[src/rtl/simon_pkg.sv]
// rtl/simon_pkg.sv - shared Simon Says types and constants
package simon_pkg;

    typedef logic [2:0] color_t;

    localparam int NUM_SEGMENTS = 32;
    localparam int NUM_BUTTONS  = 4;

    localparam color_t COLOR_0 = 3'd0;
    localparam color_t COLOR_1 = 3'd1;
    localparam color_t COLOR_2 = 3'd2;
    localparam color_t COLOR_3 = 3'd3;

endpackage

[src/rtl/color_decode.sv]
// rtl/color_decode.sv - colour code to one-hot button decoder
import simon_pkg::*;

module color_decode (
    input  logic [2:0] code,
    output logic [3:0] buttons
);

    // Codes 4-7 are not colours; they decode to no button at all.
    always_comb begin
        buttons = 4'b0000;
        case (code)
            COLOR_0: buttons = 4'b0001;
            COLOR_1: buttons = 4'b0010;
            COLOR_2: buttons = 4'b0100;
            COLOR_3: buttons = 4'b1000;
            default: buttons = 4'b0000;
        endcase
    end

endmodule

[src/rtl/verify_input.sv]
// rtl/verify_input.sv - registered check of a button press against the active round
import simon_pkg::*;

module verify_input (
    input  logic            clk,
    input  logic            rst_n,
    input  logic [31:0][2:0] segment,
    input  logic [3:0]      player_input,
    input  logic [4:0]      check_round,
    output logic            result,
    output logic            empty
);

    color_t     exp_code;
    logic [3:0] exp_buttons;
    logic       code_valid;
    logic       press_one_hot;
    logic       result_next;
    logic       empty_next;

    assign exp_code = segment[check_round];

    color_decode u_color_decode (
        .code    (exp_code),
        .buttons (exp_buttons)
    );

    assign code_valid = (exp_code <= COLOR_3);

    // Exactly one bit set: nonzero and clearing the lowest set bit leaves nothing.
    assign press_one_hot = (player_input != 4'b0000) &&
                           ((player_input & (player_input - 4'd1)) == 4'b0000);

    assign result_next = press_one_hot && code_valid && (player_input == exp_buttons);
    assign empty_next  = (player_input == 4'b0000);

    always_ff @(posedge clk) begin
        if (!rst_n) begin
            result <= 1'b0;
            empty  <= 1'b1;
        end else begin
            result <= result_next;
            empty  <= empty_next;
        end
    end

endmodule

[config.mk]
export PLATFORM = sky130hd
export DESIGN_NAME = verify_input
export DESIGN_NICKNAME = d
export VERILOG_FILES = /design/src/rtl/simon_pkg.sv /design/src/rtl/color_decode.sv /design/src/rtl/verify_input.sv
export SDC_FILE = /design/constraint.sdc
export NUM_CORES = 1
export LEC_CHECK = 0
export CORE_MARGIN = 2
export CORE_UTILIZATION = 25
export DETAILED_ROUTE_END_ITERATION = 8
export GPL_TIMING_DRIVEN = 0
export PLACE_DENSITY = 0.77
export SLEW_MARGIN = 30
export SYNTH_ARGS = -nofsm -noshare
export SYNTH_HDL_FRONTEND = slang
export SYNTH_SLANG_ARGS = --single-unit
[constraint.sdc]
create_clock -name clk -period 1.9 [get_ports clk]
set_input_delay 0.19 -clock clk [delete_from_list [all_inputs] [get_ports clk]]
set_output_delay 0.19 -clock clk [all_outputs]
set_load 0.02 [all_outputs]
## Word level (Yosys, flattened, before mapping)

Cells that the tools add are included.

| word-level totals | value |
|---|---|
| register bits | 2 |
| input port bits | 107 |
| output and inout port bits | 2 |
| word-level logic and storage cells | 20 |

| operators by class | value |
|---|---|
| add/sub/neg operators | 1 |
| $lt $le $gt $ge | 2 |
| eq/ne operators | 4 |
| multiplexer cells | 3 |
| bitwise operators | 1 |
| reduce and logical (&&, ||, !) cells | 7 |

Operator list:

| kind | number |
|---|---|
| case mux 4 bit (4 select lines) | 1 |
| binary-select mux 3 bit (select 5 bit) | 1 |
| zero test 4 bit | 2 |
| == test 3 x 2 -> 1 bit (second input constant) | 2 |
| less-than comparator 5 x 6 -> 1 bit (second input constant) | 1 |
| AND 4 bit | 1 |
| == test 4 bit | 1 |
| nonzero test 4 bit | 1 |
| subtractor 4 x 1 -> 4 bit (second input constant) | 1 |
| == test 3 x 1 -> 1 bit (second input constant) | 1 |
| less-or-equal comparator 3 x 2 -> 1 bit (second input constant) | 1 |
| logical AND 1 bit | 3 |
| zero test 3 bit | 1 |
| two-way mux 3 bit | 1 |

## Longest topological paths before layout

Gate-level depths: netlist (run 1).

| depth | value |
|---|---|
| depth after elaboration | 6 |
| mapped depth | 9 |
| mapped depth without buffers | 6 |

## Hierarchy

A second synthesis (run 1) with hierarchy kept.

| second synthesis, totals | value |
|---|---|
| cell total of the unflattened synthesis | 84 |
| area total of the unflattened synthesis | 949.7 µm² |

Modules (own cells, without submodules):

| module | times used | cells an instance | area each (µm²) | sequential area each (µm²) |
|---|---|---|---|---|
| verify_input | 1 | 80 | 919.6 | 40.0 |
| color_decode | 1 | 4 | 30.0 | 0.0 |

## Worst setup path before layout (run 1)

Ideal clock, no wire load.

| path | value |
|---|---|
| path type | input to register |
| start point | in check_round[2] |
| end point | reg result |
| setup time | 0.079 ns |
| arrival time | 1.914 ns |
| required time | 1.821 ns |
| setup slack | -0.093 ns |
| stages | 7 |
| path buffers | 2 |
| cells stage by stage | buf_2 buf_1 mux4_2 mux4_2 mux2i_1 xnor2_1 a211oi_2 |

| on the way | value |
|---|---|
| cells in the longest elaborated chain, start to end | 6 |
| elaborated cells between the ends (all ways) | 11 |
| those cells by class | order compare (1); eq/ne (4); mux (3); reduce/logical (3) |

RTL lines:

| what | RTL line | RTL |
|---|---|---|
| start: declaration | verify_input.sv:9 | `input logic [4:0] check_round,` |
| binary-select mux 3 bit (select 5 bit) * | verify_input.sv:21 | `assign exp_code = segment[check_round];` |
| two-way mux 3 bit (implied by the code) * | verify_input.sv:21 |  |
| == test 3 x 2 -> 1 bit (tied with other cells) | color_decode.sv:12 | `case (code)` |
| case mux 4 bit (4 select lines) | color_decode.sv:12 |  |
| == test 4 bit | verify_input.sv:34 | `assign result_next = press_one_hot && code_valid && (player_input == exp_buttons);` |
| logical AND 1 bit * | verify_input.sv:34 |  |
| end signal: assignment | verify_input.sv:42 | `result <= result_next;` |
| end: declaration | verify_input.sv:10 | `output logic result,` |

Mark *: on every way between the ends. The rest lies on a longest branch, timed or not. The select of a mux whose other input is x is not followed.
A chain may end at the register's enable or synchronous reset.

## Worst setup path after layout (run 1)

| path | value |
|---|---|
| start point | in segment[34] (netlist bit) |
| end point | reg result |

| on the way | value |
|---|---|
| cells in the longest elaborated chain, start to end | 6 |
| elaborated cells between the ends (all ways) | 11 |
| those cells by class | order compare (1); eq/ne (4); mux (3); reduce/logical (3) |

RTL lines:

| what | RTL line | RTL |
|---|---|---|
| start: declaration | verify_input.sv:7 | `input logic [31:0][2:0] segment,` |
| binary-select mux 3 bit (select 5 bit) * | verify_input.sv:21 |  |
| two-way mux 3 bit (implied by the code) * | verify_input.sv:21 |  |
| == test 3 x 2 -> 1 bit (tied with other cells) | color_decode.sv:12 |  |
| case mux 4 bit (4 select lines) | color_decode.sv:12 |  |
| == test 4 bit | verify_input.sv:34 |  |
| logical AND 1 bit * | verify_input.sv:34 |  |

Marked as above.

==> run summary, run 1 <==
Status: completed
Worst path required time: 2.03 ns
Critical path class: in2reg
Worst Setup Start Kind: input port
Synth Cell Area: 973 um^2
Clk slew on worst S/H paths: 0.03 ns
Rel. slew slack: 74.8%
Total Routed Length: 3.94 mm
Core area: 3720 um^2
First-pass GRT wire length: 5.89 mm
CP Capture Type: register
CP arrival: 1.97 ns
Num CTS Buffers: 3
FMAX: 0.545 GHz
Vias in the first global route: 1299
Router iterations before antenna repair: 4
Ratio of cells with drive above 1 in the final layout: 15.3%
H-tree depth: 1
Wire length per cell: 15.7 um
Via/cell ratio: 4.94
Pwr Density: 286 nW/um^2
Gr ovfl total: 0
Die width: 66.4 um
CTS tree: done
Worst hold slack: 0.512 ns
Fin util: 59.8%
Initial core utilization: 26.2%
Least-Margin Pin Slew: 0.379 ns
Most frequent cells in the layout: clkdlybuf4s50_1 (73), dlymetal6s2s_1 (31), mux2i_1 (23)
Detailed placer's ending HPWL: 3.26 mm
LEAKAGE: 1.10 nW
GRT Util Overall: 17.2%
Worst min path class: in2reg
Antenna-violating nets left: 0
Synthesis warning total: 0
Worst setup path start: segment[34]
Cell row count: 22
Total Nets Final: 312
Max Slew Vio Count: 0
Sink Count: 2
Crit path max fanout: 1
CTS Buffer Depth: 2
P&R area growth vs syn: 128%
Min-delay src: rst_n
Multi-input gate area: 881 um^2
Gpl congestion: 0.757
Initial antenna violation count: 0
Sequential area share after synthesis: 4.11%
Final std cells w/o fill: 251
# setup viols final: 0
Final hold vios: 0
RSZ-0062 raised after global routing: false
Hold-fix buffers at CTS: 0
Syn Nets: 203
Cell count after synthesis: 96
Most common cell after layout, fill and taps aside: clkdlybuf4s50_1
DR vias: 1241
Root buf cell: clkbuf_8
Die Y-Extent: 66.4 um
Io pins: 109
Period utilisation layout: 96.6%
Diodes inserted: 0
VDD IR max: 0.108 mV
Synth cell types: 29
Tmin final: 1.84 ns
Initial detailed-routing violation count: 43
Yosys reg bits: 2
Post-CTS Setup Repair Bufs: 0
Largest net degree at the start of global routing: 11
Syn_area_per_cell: 10.1 um^2
# DRC: 0
Fill cells: 332
FF+latch area: 40.0 um^2
PortBufs: 104
Max cap viols: 0
Full die area: 4410 um^2
WHS Path Cells: 2
Cells after DPL: 248
-- cell type report --
cell class	instances	share of cell area, %
plain buffers	9	3.44
clock buffers	3	1.86
inverters	1	0.169
multi-input cells	84	39.7
flip-flops and latches	2	1.80
well taps	48	2.70
repair buffers	104	50.4
-- per-layer routing --
metal	track usage [%]	part of all wire (%)
met5	0	0
met4	7.14	2.4
met3	2.04	4.7
met2	30.3	54
met1	21.1	39
-- metrics by stage --
step                      instance area [um^2]  power, mW  setup TNS (ns)  setup slack, ns
after floorplan                            975      0.225               0          0.00113
after global placement                    2080      0.467          -0.237           -0.237
after detailed placement                  2080      0.471          -0.254           -0.254
after CTS                                 2120      0.645               0           0.0102
after global routing                      2220      0.678               0          0.00350
final                                     2220      0.634               0           0.0641
-- repair_timing --
action	4_1_cts	5_1_grt
endpoints found under the setup margin	1	1
pin swaps	2	2
gates cloned	0	0
gates resized for setup	1	40
-- critical path, stage by stage --
cell             delay [ns]
clkdlybuf4s50_1        0.40
mux4_2                 0.44
mux4_2                 0.45
mux2i_1                0.18
xnor2_1                0.11
a211oi_2               0.20
-- final timing paths --
| check | to | slack [ns] |
|---|---|---|
| setup / recovery | result | 0.06 |
| hold / removal | empty | 0.51 |
-- registers in the layout, summed over array words and instances, names as in the netlist --
name	flops
result	1
empty	1
-- kinds of logic after synthesis --
group	count (synthesis)	share of synthesized area, %
xor gates and xnor gates	2	1.80
buffers and inverters	10	6.42
and+or+nand+nor	27	13.8
muxes	40	63.0
DFF	2	4.11
AOI/OAI and AO/OA	15	10.9
-- Yosys cell counts, drive strengths merged --
cell | number | share of area [%]
mux4 | 17 | 39
or3 | 1 | 0.64
or4 | 1 | 0.77
nand4 | 2 | 1.3
a31oi | 1 | 0.64
nand2b | 1 | 0.64
o21ai | 3 | 1.5
o211ai | 2 | 1.5
a211oi | 2 | 2.1
nor2 | 2 | 0.77
nand2 | 9 | 3.5
nor2b | 3 | 1.9
a21oi | 1 | 0.51
clkbuf | 1 | 0.39
a22oi | 3 | 2.3
xor2 | 1 | 0.90
o31ai | 2 | 1.5
nand3 | 7 | 3.6
inv | 1 | 0.39
and2 | 1 | 0.64
o21a | 1 | 0.77
dfxtp | 2 | 4.1
buf | 8 | 5.7
xnor2 | 1 | 0.90
mux2i | 23 | 24
-- report_power, final --
group          switching (mW)  internal [mW]  leakage (nW)
clock                  0.0344          0.134        0.0216
sequential           0.000383         0.0443        0.0165
combinational           0.127          0.294          1.07
total                   0.161          0.473          1.10
Note: power is estimated with default switching activity, not from simulation.
==> inputs of run 2 (changes only) <==
CAP_MARGIN = 0   (was default)
CORE_UTILIZATION = 26   (was 25)
CTS_BUF_LIST = sky130_fd_sc_hd__clkbuf_8   (was default)
PLACE_DENSITY = 0.8   (was 0.77)
==> run 2 against run 1 <==
  * Cell area fell by 3.5%
  * Critical path depth did not move
  * Sequential share of layout area rose by 0.065 points
  * Critical path type unchanged
==> run summary, run 2 (synthesis results as in run 1) <==
GRT Util Overall: 18.2% (+0.98 points)
Hold path endpoint: empty
# DRC: 0 (unchanged)
H-tree depth: 1 (unchanged)
Router iterations before antenna repair: 6 (+2)
P&R area growth vs syn: 120%
Multi-input gate area: 882 um^2 (+0.14%)
Root buf cell: clkbuf_8
Fin util: 59.0% (-0.78 points)
# setup viols final: 0 (unchanged)
Max Slew Vio Count: 0 (unchanged)
FF+latch area: 40.0 um^2 (unchanged)
Status: completed
Total Nets Final: 312 (unchanged)
FMAX: 0.537 GHz (-1.3%)
Initial core utilization: 26.8% (+0.60 points)
Crit path max fanout: 1 (unchanged)
First-pass GRT wire length: 6.01 mm (+2.1%)
Min-delay src: rst_n
Via/cell ratio: 5.00 (+1.1%)
Fill cells: 346 (+4.2%)
Most frequent cells in the layout: clkdlybuf4s50_1 (101), mux2i_1 (22), mux4_2 (17)
Initial detailed-routing violation count: 53 (+23%)
Final instance area: 2140 um^2 (-3.5%)
Gr ovfl total: 0 (unchanged)
Gpl congestion: 0.837 (+11%)
Diodes inserted: 0 (unchanged)
Tmin final: 1.86 ns (+0.0251 ns)
Die Y-Extent: 65.2 um (-1.8%)
CTS Buffer Depth: 2 (unchanged)
Least-Margin Pin Slew: 0.357 ns (-0.0220 ns)
Biggest regs: empty x1, result x1
Worst Setup Start Kind: input port
WHS Path Cells: 2 (unchanged)
Worst path required time: 2.03 ns (about the same)
Largest net degree at the start of global routing: 11 (unchanged)
LEAKAGE: 0.842 nW (-24%)
Num CTS Buffers: 3 (unchanged)
TNS Setup: 0 ns (unchanged)
Wire length per cell: 15.4 um (-1.9%)
Total Routed Length: 3.87 mm (-1.9%)
Sink Count: 2 (unchanged)
VDD IR max: 0.126 mV (+16%)
Antenna-violating nets left: 0 (unchanged)
Ratio of cells with drive above 1 in the final layout: 15.3% (unchanged)
Io pins: 109 (unchanged)
Cell row count: 22 (unchanged)
DR vias: 1255 (+1.1%)
Final std cells w/o fill: 251 (unchanged)
Detailed placer's ending HPWL: 3.38 mm (+3.6%)
Period utilisation layout: 97.9% (+1.3 points)
Worst min path class: in2reg
Vias in the first global route: 1332 (+2.5%)
Max cap viols: 0 (unchanged)
CP Capture Type: register
Placed cell areas: 2080 um^2 (unchanged)
Initial antenna violation count: 0 (unchanged)
CTS tree: done
Critical path class: in2reg
Core area: 3630 um^2 (-2.2%)
PortBufs: 104 (unchanged)
CP arrival: 1.99 ns (+0.02 ns)
Cells after DPL: 248 (unchanged)
Rel. slew slack: 76.1% (+1.4 points)
Die width: 65.2 um (-1.8%)
Most common cell after layout, fill and taps aside: clkdlybuf4s50_1
Full die area: 4250 um^2 (-3.6%)
Clk slew on worst S/H paths: 0.03 ns (about the same)
RSZ-0062 raised after global routing: false
Pwr Density: 299 nW/um^2 (+4.7%)
Final hold vios: 0 (unchanged)
==> run 2: worst max-delay path by stage <==
stage	start	end	slack (ns)
after global placement	check_round[0]	result	-0.23
final	segment[22]	result	0.04
after floorplan	check_round[1]	result	0.001
after detailed placement	check_round[0]	result	-0.23
after global routing	segment[94]	result	0.0005
after CTS	segment[91]	result	0.002
==> run 2: critical path: stages <==
cell and delay [ns]:
clkdlybuf4s50_1 0.42, mux4_2 0.47, mux4_2 0.47, mux2i_2 0.18, xnor2_1 0.12, a211oi_2 0.14
==> run 2: layout make-up <==
cell class	count	area share [%]
timing repair buffer	104	48.9
tap	48	2.80
inverter	1	0.175
sequential	2	1.87
clock buffer	3	1.93
buffer	9	3.15
multi-input combinational	84	41.2
==> run 2: what timing repair did <==
action / in CTS / in global routing
endpoints found under the setup margin: 1 / 1
resized for setup: 1 / 11
hold buffers: 0 / 0
pin swaps: 0 / 2
setup buffers: 0 / 0
==> run 2: through the flow <==
step | power (mW) | hold WS [ns] | worst slack, ns
after floorplan | 0.225 | 0.266 | 0.00113
after global placement | 0.465 | 0.714 | -0.228
after detailed placement | 0.473 | 0.717 | -0.233
after CTS | 0.645 | 0.518 | 0.00202
after global routing | 0.680 | 0.534 | 0.000496
final | 0.641 | 0.519 | 0.0390
==> run 2: metal layers <==
| metal | vias to the layer above | GRT usage, % | part of all wire, % |
|---|---|---|---|
| met3 | 8 | 1.88 | 5.5 |
| met1 | 588 | 20.8 | 37 |
| met4 | 0 | 7.81 | 2.3 |
| met5 | - | 0 | 0 |
| li1 | 607 | - | - |
| met2 | 52 | 34.1 | 55 |
==> run 2: report_power, final <==
group	internal, mW	switching, mW
combinational	0.305	0.127
clock	0.134	0.0307
sequential	0.0443	0.000368
==> inputs of run 3 (changes only) <==
CAP_MARGIN = 20   (was 0)
GPL_TIMING_DRIVEN = default   (was 0)
PLACE_DENSITY = default   (was 0.8)
PLACE_DENSITY_LB_ADDON = 0.05   (was default)
==> run 3 against run 2 <==
  * Via count increased by 3.9%
  * Die area unchanged
  * Sequential share of layout area decreased by 0.16 points
  * Fmax increased by 3.3%
  * Critical path type unchanged
  * Largest cell class unchanged
  * Largest power group unchanged
==> run summary, run 3 (synthesis results as in run 1) <==
Crit path max fanout: 9 (+8)
Clk slew on worst S/H paths: 0.03 ns (about the same)
H-tree depth: 1 (unchanged)
PortBufs: 108 (+3.8%)
Fill cells: 307 (-11%)
Ratio of cells with drive above 1 in the final layout: 19.2% (+3.9 points)
Initial detailed-routing violation count: 27 (-49%)
Overall power: 0.665 mW (+3.7%)
Tmin final: 1.80 ns (-0.0588 ns)
FMAX: 0.555 GHz (+3.3%)
RSZ-0062 raised after global routing: false
# setup viols final: 0 (unchanged)
Pwr Density: 284 nW/um^2 (-5.0%)
Crit path capture: result
CTS tree: done
Root buf cell: clkbuf_8
Wire length per cell: 14.9 um (-3.1%)
FF+latch area: 40.0 um^2 (unchanged)
CP Capture Type: register
CP arrival: 1.93 ns (-0.06 ns)
Max cap viols: 0 (unchanged)
Status: completed
Rel. slew slack: 82.5% (+6.4 points)
Diodes inserted: 0 (unchanged)
Worst slack, placed: -0.380 ns (-0.148 ns)
Full die area: 4250 um^2 (unchanged)
Num CTS Buffers: 3 (unchanged)
Detailed placer's ending HPWL: 3.31 mm (-2.1%)
P&R area growth vs syn: 140%
Sink Count: 2 (unchanged)
Worst path required time: 2.03 ns (about the same)
Max Slew Vio Count: 0 (unchanged)
Gr ovfl total: 0 (unchanged)
Biggest regs: empty x1, result x1
Cells after DPL: 258 (+4.0%)
Final std cells w/o fill: 262 (+4.4%)
VDD IR max: 0.134 mV (+6.4%)
First-pass GRT wire length: 5.88 mm (-2.2%)
Metal2 WL: 2.00 mm (-5.5%)
Period utilisation layout: 94.8% (-3.1 points)
Placed cell areas: 2200 um^2 (+6.0%)
CTS Buffer Depth: 2 (unchanged)
Top sig layer: met4
WL met1: 1.50 mm (+3.7%)
LEAKAGE: 1.16 nW (+38%)
Die Y-Extent: 65.2 um (unchanged)
Met3 wire len: 396 um (+86%)
Gpl congestion: 0.799 (-4.6%)
Worst setup path start: check_round[1]
# DRC: 0 (unchanged)
Final instance area: 2340 um^2 (+9.2%)
DR vias: 1304 (+3.9%)
Core area: 3630 um^2 (unchanged)
Worst hold slack: 0.513 ns (-0.00592 ns)
Cell row count: 22 (unchanged)
Vias in the first global route: 1397 (+4.9%)
Via/cell ratio: 4.98 (-0.46%)
Router iterations before antenna repair: 4 (-2)
Worst setup margin: 0.0979 ns (+0.0588 ns)
Most frequent cells in the layout: clkdlybuf4s50_1 (73), dlymetal6s2s_1 (30), mux2i_1 (22)
Critical path class: in2reg
Total Routed Length: 3.91 mm (+1.1%)
Antenna-violating nets left: 0 (unchanged)
Total Nets Final: 323 (+3.5%)
Initial antenna violation count: 0 (unchanged)
Largest net degree at the start of global routing: 27 (+16)
GRT Util Overall: 17.7% (-0.53 points)
Least-Margin Pin Slew: 0.260 ns (-0.0962 ns)
Die width: 65.2 um (unchanged)
Worst min path class: in2reg
Io pins: 109 (unchanged)
Most common cell after layout, fill and taps aside: clkdlybuf4s50_1
Final hold vios: 0 (unchanged)
Multi-input gate area: 880 um^2 (-0.28%)
Worst Setup Start Kind: input port
Initial core utilization: 26.8% (unchanged)
## run 3: cell types whose count changed in the layout (fill, tap and decap cells not counted), sizes merged
cell,change
clkdlybuf4s50,-28
dlygate4sd2,+4
buf,+9
clkbuf,-1
dlymetal6s2s,+27
## run 3: worst min-delay path by stage
stage / from / endpoint / slack, ns / depth (start not counted)
after global routing: rst_n / empty / 0.53 / 2
after global placement: rst_n / empty / 0.72 / 2
after CTS: rst_n / empty / 0.51 / 2
after detailed placement: rst_n / empty / 0.73 / 2
after floorplan: rst_n / empty / 0.27 / 1
final: rst_n / empty / 0.51 / 2
## run 3: where the power goes
group / total [mW] / internal, mW / leakage, nW / switching [mW]
Clock: 0.167 / 0.134 / 0.0216 / 0.0332
Combinational: 0.453 / 0.317 / 1.12 / 0.135
Sequential: 0.0448 / 0.0444 / 0.0165 / 0.000457
## run 3: layout make-up
class / count / share of cell area [%]
clock buffers: 3 / 1.76
inverters: 1 / 0.160
multi-input cells: 84 / 37.6
flip-flops and latches: 2 / 1.71
well taps: 48 / 2.57
repair buffers: 124 / 56.2
## run 3: worst max-delay path, stage by stage
cell and delay [ns]:
buf_2 0.10, buf_12 0.14, mux4_2 0.50, mux4_2 0.50
mux2i_2 0.19, xnor2_1 0.11, a211oi_2 0.20
## run 3: what timing repair did
item | 4_1_cts | 5_1_grt
gates resized for setup | 8 | 32
setup buffers | 1 | 0
endpoints found under the hold margin | 0 | 0
setup endpoints to repair | 1 | 1
pin swaps | 3 | 2
hold buffers | 0 | 0
## run 3: metal layers
| metal | GRT usage (%) | vias to the layer above |
|---|---|---|
| li1 | - | 630 |
| met5 | 0 | - |
| met3 | 4.11 | 2 |
| met4 | 4.17 | 0 |
| met1 | 19.4 | 599 |
| met2 | 34.1 | 73 |
## run 3: metrics by stage
| step | utilization [%] | TNS [ns] |
|---|---|---|
| 6_report | 64.4 | 0 |
| 4_1_cts | 62.2 | 0 |
| 3_3_place_gp | 60.6 | -0.314 |
| 5_1_grt | 64.4 | 0 |
| 3_5_place_dp | 60.6 | -0.380 |
| 2_1_floorplan | - | 0 |
